$ cat src/rtl/car_pkg.sv
// Shared mode codes and FSM state type for the car front-end and tail-light blocks.
package car_pkg;

    localparam logic [3:0] MODE_STRAIGHT = 4'b0000;
    localparam logic [3:0] MODE_LEFT     = 4'b0001;
    localparam logic [3:0] MODE_RIGHT    = 4'b0010;
    localparam logic [3:0] MODE_HAZARD   = 4'b0011;

    typedef enum logic [1:0] {
        S_INIT = 2'd0,
        S_RUN  = 2'd1,
        S_GAP  = 2'd2
    } mode_state_t;

    // A direct left<->right swap needs a blank interval in between.
    function automatic logic is_reversal(input logic [3:0] cur, input logic [3:0] nxt);
        return ((cur == MODE_LEFT) && (nxt == MODE_RIGHT)) ||
               ((cur == MODE_RIGHT) && (nxt == MODE_LEFT));
    endfunction

endpackage

$ cat src/rtl/car_debounce.sv
// Two-flop synchroniser followed by a stability-count debouncer for a WIDTH-bit group.
module car_debounce #(
    parameter int WIDTH  = 4,
    parameter int CYCLES = 8
) (
    input  logic             clk,
    input  logic             rst,
    input  logic [WIDTH-1:0] din,
    output logic [WIDTH-1:0] dout,
    output logic             vld
);

    localparam int CW = (CYCLES > 1) ? $clog2(CYCLES) : 1;
    localparam logic [CW-1:0] CNT_MAX = CW'(CYCLES - 1);

    logic [WIDTH-1:0] sync1, sync2, cand;
    logic [CW-1:0]    cnt;

    // Bring the asynchronous input into the clk domain.
    always_ff @(posedge clk or negedge rst) begin
        if (!rst) begin
            sync1 <= '0;
            sync2 <= '0;
        end else begin
            sync1 <= din;
            sync2 <= sync1;
        end
    end

    // Restart the count on any change; publish the candidate once it has held long enough.
    always_ff @(posedge clk or negedge rst) begin
        if (!rst) begin
            cand <= '0;
            cnt  <= '0;
            dout <= '0;
            vld  <= 1'b0;
        end else if (sync2 != cand) begin
            cand <= sync2;
            cnt  <= '0;
        end else if (cnt == CNT_MAX) begin
            dout <= cand;
            vld  <= 1'b1;
        end else begin
            cnt <= cnt + 1'b1;
        end
    end

endmodule

$ cat src/rtl/car_mode_sel.sv
// Driving-mode front end: debounced switches and hazard button, reversal gap, registered mode code.
module car_mode_sel
    import car_pkg::*;
#(
    parameter int DEBOUNCE_CYCLES = 120000,
    parameter int GAP_CYCLES      = 1500000
) (
    input  logic       clk,
    input  logic       rst,
    input  logic [3:0] sw_raw,
    input  logic       btn_hazard,
    output logic [3:0] mode,
    output logic       mode_valid,
    output logic       mode_chg,
    output logic       hazard_on
);

    localparam int GW = (GAP_CYCLES > 1) ? $clog2(GAP_CYCLES) : 1;
    localparam logic [GW-1:0] GAP_MAX = GW'(GAP_CYCLES - 1);

    logic [3:0]  sw_stable;
    logic        sw_vld;
    logic        btn_stable, btn_vld, btn_q, btn_rise;
    logic [3:0]  req;
    logic [GW-1:0] gap_cnt;
    mode_state_t state;

    car_debounce #(.WIDTH(4), .CYCLES(DEBOUNCE_CYCLES)) u_sw_db (
        .clk  (clk),
        .rst  (rst),
        .din  (sw_raw),
        .dout (sw_stable),
        .vld  (sw_vld)
    );

    car_debounce #(.WIDTH(1), .CYCLES(DEBOUNCE_CYCLES)) u_btn_db (
        .clk  (clk),
        .rst  (rst),
        .din  (btn_hazard),
        .dout (btn_stable),
        .vld  (btn_vld)
    );

    assign btn_rise = btn_vld & btn_stable & ~btn_q;

    // Each debounced press toggles the hazard latch.
    always_ff @(posedge clk or negedge rst) begin
        if (!rst) begin
            btn_q     <= 1'b0;
            hazard_on <= 1'b0;
        end else begin
            btn_q <= btn_stable;
            if (btn_rise) hazard_on <= ~hazard_on;
        end
    end

    // Requested code: hazard wins, illegal upper switch bits fail safe to stop.
    always_comb begin
        req = MODE_STRAIGHT;
        if (hazard_on)                  req = MODE_HAZARD;
        else if (sw_stable[3:2] != 2'b00) req = MODE_HAZARD;
        else                            req = {2'b00, sw_stable[1:0]};
    end

    // Mode FSM: initial acceptance, run, and blank gap on left<->right reversal.
    always_ff @(posedge clk or negedge rst) begin
        if (!rst) begin
            state      <= S_INIT;
            mode       <= MODE_STRAIGHT;
            mode_valid <= 1'b0;
            mode_chg   <= 1'b0;
            gap_cnt    <= '0;
        end else begin
            mode_chg <= 1'b0;
            case (state)
                S_INIT: begin
                    // First acceptance always strobes so downstream sees mode become valid.
                    if (sw_vld) begin
                        mode       <= req;
                        mode_valid <= 1'b1;
                        mode_chg   <= 1'b1;
                        state      <= S_RUN;
                    end
                end
                S_RUN: begin
                    if (req != mode) begin
                        mode_chg <= 1'b1;
                        if (is_reversal(mode, req)) begin
                            mode    <= MODE_STRAIGHT;
                            gap_cnt <= GAP_MAX;
                            state   <= S_GAP;
                        end else begin
                            mode <= req;
                        end
                    end
                end
                S_GAP: begin
                    if (req == MODE_HAZARD) begin
                        mode     <= MODE_HAZARD;
                        mode_chg <= 1'b1;
                        state    <= S_RUN;
                    end else if (req == MODE_STRAIGHT) begin
                        // Already showing straight, so no strobe.
                        state <= S_RUN;
                    end else if (gap_cnt == '0) begin
                        mode     <= req;
                        mode_chg <= 1'b1;
                        state    <= S_RUN;
                    end else begin
                        gap_cnt <= gap_cnt - 1'b1;
                    end
                end
                default: state <= S_INIT;
            endcase
        end
    end

endmodule
$ cat config.mk
export PLATFORM = sky130hd
export DESIGN_NAME = car_mode_sel
export DESIGN_NICKNAME = d
export VERILOG_FILES = /design/src/rtl/car_pkg.sv /design/src/rtl/car_debounce.sv /design/src/rtl/car_mode_sel.sv
export SDC_FILE = /design/constraint.sdc
export NUM_CORES = 1
export LEC_CHECK = 0
export ABC_AREA = 0
export CORE_ASPECT_RATIO = 1.4
export CORE_UTILIZATION = 35
export CTS_CLUSTER_SIZE = 8
export DETAILED_ROUTE_END_ITERATION = 8
export GPL_ROUTABILITY_DRIVEN = 1
export PLACE_DENSITY = 0.59
export SYNTH_ARGS = -nofsm -noshare
export SYNTH_HDL_FRONTEND = slang
export SYNTH_SLANG_ARGS = --single-unit
$ cat constraint.sdc
create_clock -name clk -period 2.5 [get_ports clk]
set_input_delay 0.375 -clock clk [delete_from_list [all_inputs] [get_ports clk]]
set_output_delay 0.375 -clock clk [all_outputs]
set_load 0.01 [all_outputs]
==> impl_metrics.yaml <==
yosys:
  ys_top_cells_by_area: "dfrtp_1, xnor2_1, nor2_1"
  yosysTopAreaCell: "dfrtp_1"
  yosysSeqAreaShare_pct: 47.5
  synthDominantCellAreaShare_pct: 47.5
  yosysWarnings: 0
  synth_edf_count: 0
  synthDistinctLibCells: 60
  ys_ff_latch: 85
  netlist_area_mm2: 0.00448
  ys.flop_type: "dfrtp_1"
  async_reset_ff_share_pct: 100
  synth.avg_cell_area_um2: 10.2
  syn-instance-count: 438
routing:
  first_pass_iters: 4
  vias: 3382
  drc: 0
  wirelength_mm: 9.21
  drt_iter0_drc: 175
  routed_via_density: 5.47
  wl_per_cell_um: 14.9
  ant_nets: 0
global_route:
  grt_pass1_vias: 3392
  grt_pass1_wl_mm: 16.2
  grt_max_degree: 44
  grt_overflow: 0
  antenna_found_initial: 0
  grt_util_all_layers_pct: 15.1
floorplanning:
  die-area_mm2: 0.0133
  die_h_um: 136
  ios: 14
  die_w_um: 97.6
  coreArea_mm2: 0.0124
  num_rows: 48
  start_util_pct: 36.2
setup_path:
  criticalPathCategory: "register to register"
  cp_top_family: "simple AND/OR/NAND/NOR gates"
  crit_fanout: 12
  cp_slowest_cell: "dfrtp_1"
  crit_arrival_ns: 2.59
  cp_num_buf_inv: 2
  start_kind: "register"
  cp_cell_sequence: "nor4_4, inv_1, ha_1, nor2_2, o211ai_2, buf_4, or4_1, o221ai_1"
  worstPathRequired_ns: 2.75
  end_kind: "register"
  critPathMaxStageDelay_ns: 0.46
final_layout:
  finalInstanceArea_mm2: 0.00519
  diodes: 0
  drive_gt1_share_pct: 13.2
  fin_nets: 482
  final_common_cell: "dfrtp_1"
  area_growth_pct: 15.9
  layout_common_cells: "dfrtp_1, nor2_1, nand2_1"
clock_tree:
  cts_buffers: 9
  cts-root-buf: "clkbuf_16"
  insertion_delay_ns: 0.34
  cts_buffer_depth: 2
  clkSinkCount: 85
  cts_max_level: 3
  cts_tree: "built"
  clk_pin_slew_worst_paths_ns: 0.07
  cts_hold_buf: 0
timing:
  worst_pin_slew_ns: 0.704
  fin_setup_tns_ns: 0
  relSlewSlack_pct: 52.9
  fin_crit_ns: 2.34
  drv_slew: 0
  finalCritPeriodShare_pct: 93.6
  setup_violations: 0
  rsz0062_at_grt: "false"
  hold_viol_final: 0
  max_freq_mhz: 427
  finalHoldWorstSlack_ns: 0.0360
  clock_skew_ns: 0.00726
power:
  p_leak_nw: 2.22
  peakVddDrop_mv: 0.318
  power_mw: 2.87
  powerDensity_mw_per_mm2: 552
outcome:
  status: "finished clean"
placed_design:
  placed_cell_area_mm2: 0.00486
  gp_congestion: 0.804
  hpwl_mm: 6.47
  io_buffers: 11
min_path:
  hold_path.class: "input port to asynchronous set/reset pin"
flow_run:
  maxCapViolCount: 0
## report_power, final
part / total [mW] / switching (mW) / internal (mW)
Sequential: 1.41 / 0.0151 / 1.40
Clock: 1.37 / 0.564 / 0.810
Combinational: 0.0807 / 0.0521 / 0.0285
## registers in the layout (all words and copies together) (netlist names)
name and cells:
u_sw_db.cnt 17, u_btn_db.sync2 1, u_btn_db.vld 1, state 2
u_sw_db.cand 4, u_sw_db.sync1 4, hazard_on 1, mode_valid 1
u_sw_db.sync2 4, gap_cnt 21, mode 2, u_sw_db.dout 4
mode_chg 1, u_btn_db.cnt 17, u_btn_db.sync1 1, u_btn_db.dout 1
u_btn_db.cand 1, u_sw_db.vld 1, btn_q 1
## cell usage after synthesis, types with 7 or more instances
library cell  count
ha_1             12
nor3_1           17
a211oi_1         10
nand3_1          21
xnor2_1          25
xor2_1           10
dfrtp_1          85
and3_1            9
a21oi_1          16
o21ai_0           7
nor2_1           42
clkbuf_1         12
inv_1            27
nand4_1          12
or3_1             9
nand2_1          28
## layout make-up
class                   count  area (um^2)
inverters                  27          101
flip-flops and latches     85         2130
well taps                 150          188
fillers                  1196         7180
clock inverters             6         70.1
multi-input cells         308         2170
clock buffers              10          239
repair buffers             32          290
## per-stage QoR
stage | utilization [%] | std cells | setup slack (ns)
global route | 41.9 | 618 | 0.0115
detailed placement | 39.3 | 600 | 0.0743
global placement | 39.3 | 600 | 0.224
CTS | 41.8 | 616 | 0.0588
finish | 41.9 | 618 | 0.160
floorplan | - | 439 | 0.147
## final timing paths
check	slack, ns	to	cells past startpoint	startpoint
setup reg to reg	0.16	gap_cnt[16]$_DFFE_PN0P_	8	hazard_on$_DFFE_PN0P_
max in group asynchronous	1.84	u_btn_db.cand$_DFFE_PN0N_	2	rst
min in group clk	0.35	u_sw_db.sync2[0]$_DFF_PN0_	0	u_sw_db.sync1[0]$_DFF_PN0_
setup / recovery	0.16	gap_cnt[16]$_DFFE_PN0P_	8	hazard_on$_DFFE_PN0P_
hold / removal	0.04	gap_cnt[7]$_DFFE_PN0P_	1	rst
hold reg to reg	0.35	u_sw_db.sync2[0]$_DFF_PN0_	0	u_sw_db.sync1[0]$_DFF_PN0_
## cell families after synthesis
| family | after synthesis | share of synthesized area [%] |
|---|---|---|
| flip-flops | 85 | 47.5 |
| other | 1 | 0.0838 |
| AND/OR/NAND/NOR | 173 | 21.7 |
| XOR/XNOR | 35 | 6.85 |
| buffers and inverters | 46 | 4.19 |
| adder cells (fa/ha/maj) | 12 | 3.35 |
| AO/OA/AOI/OAI | 76 | 13.5 |
| multiplexers | 10 | 2.79 |
## routing by layer
layer	vias to the layer above	routed length (um)	global-route usage [%]
li1	1632	-	-
met1	1673	3940	17.8
met2	57	4730	26.2
met3	20	276	2.37
met4	0	266	8.82
met5	-	0	0
## timing repair
action	in CTS	in global routing
hold endpoints to repair	0	0
resized for setup	0	3
setup endpoints to repair	0	12
buffers inserted	0	2
Power figures use the tool's default switching activity.
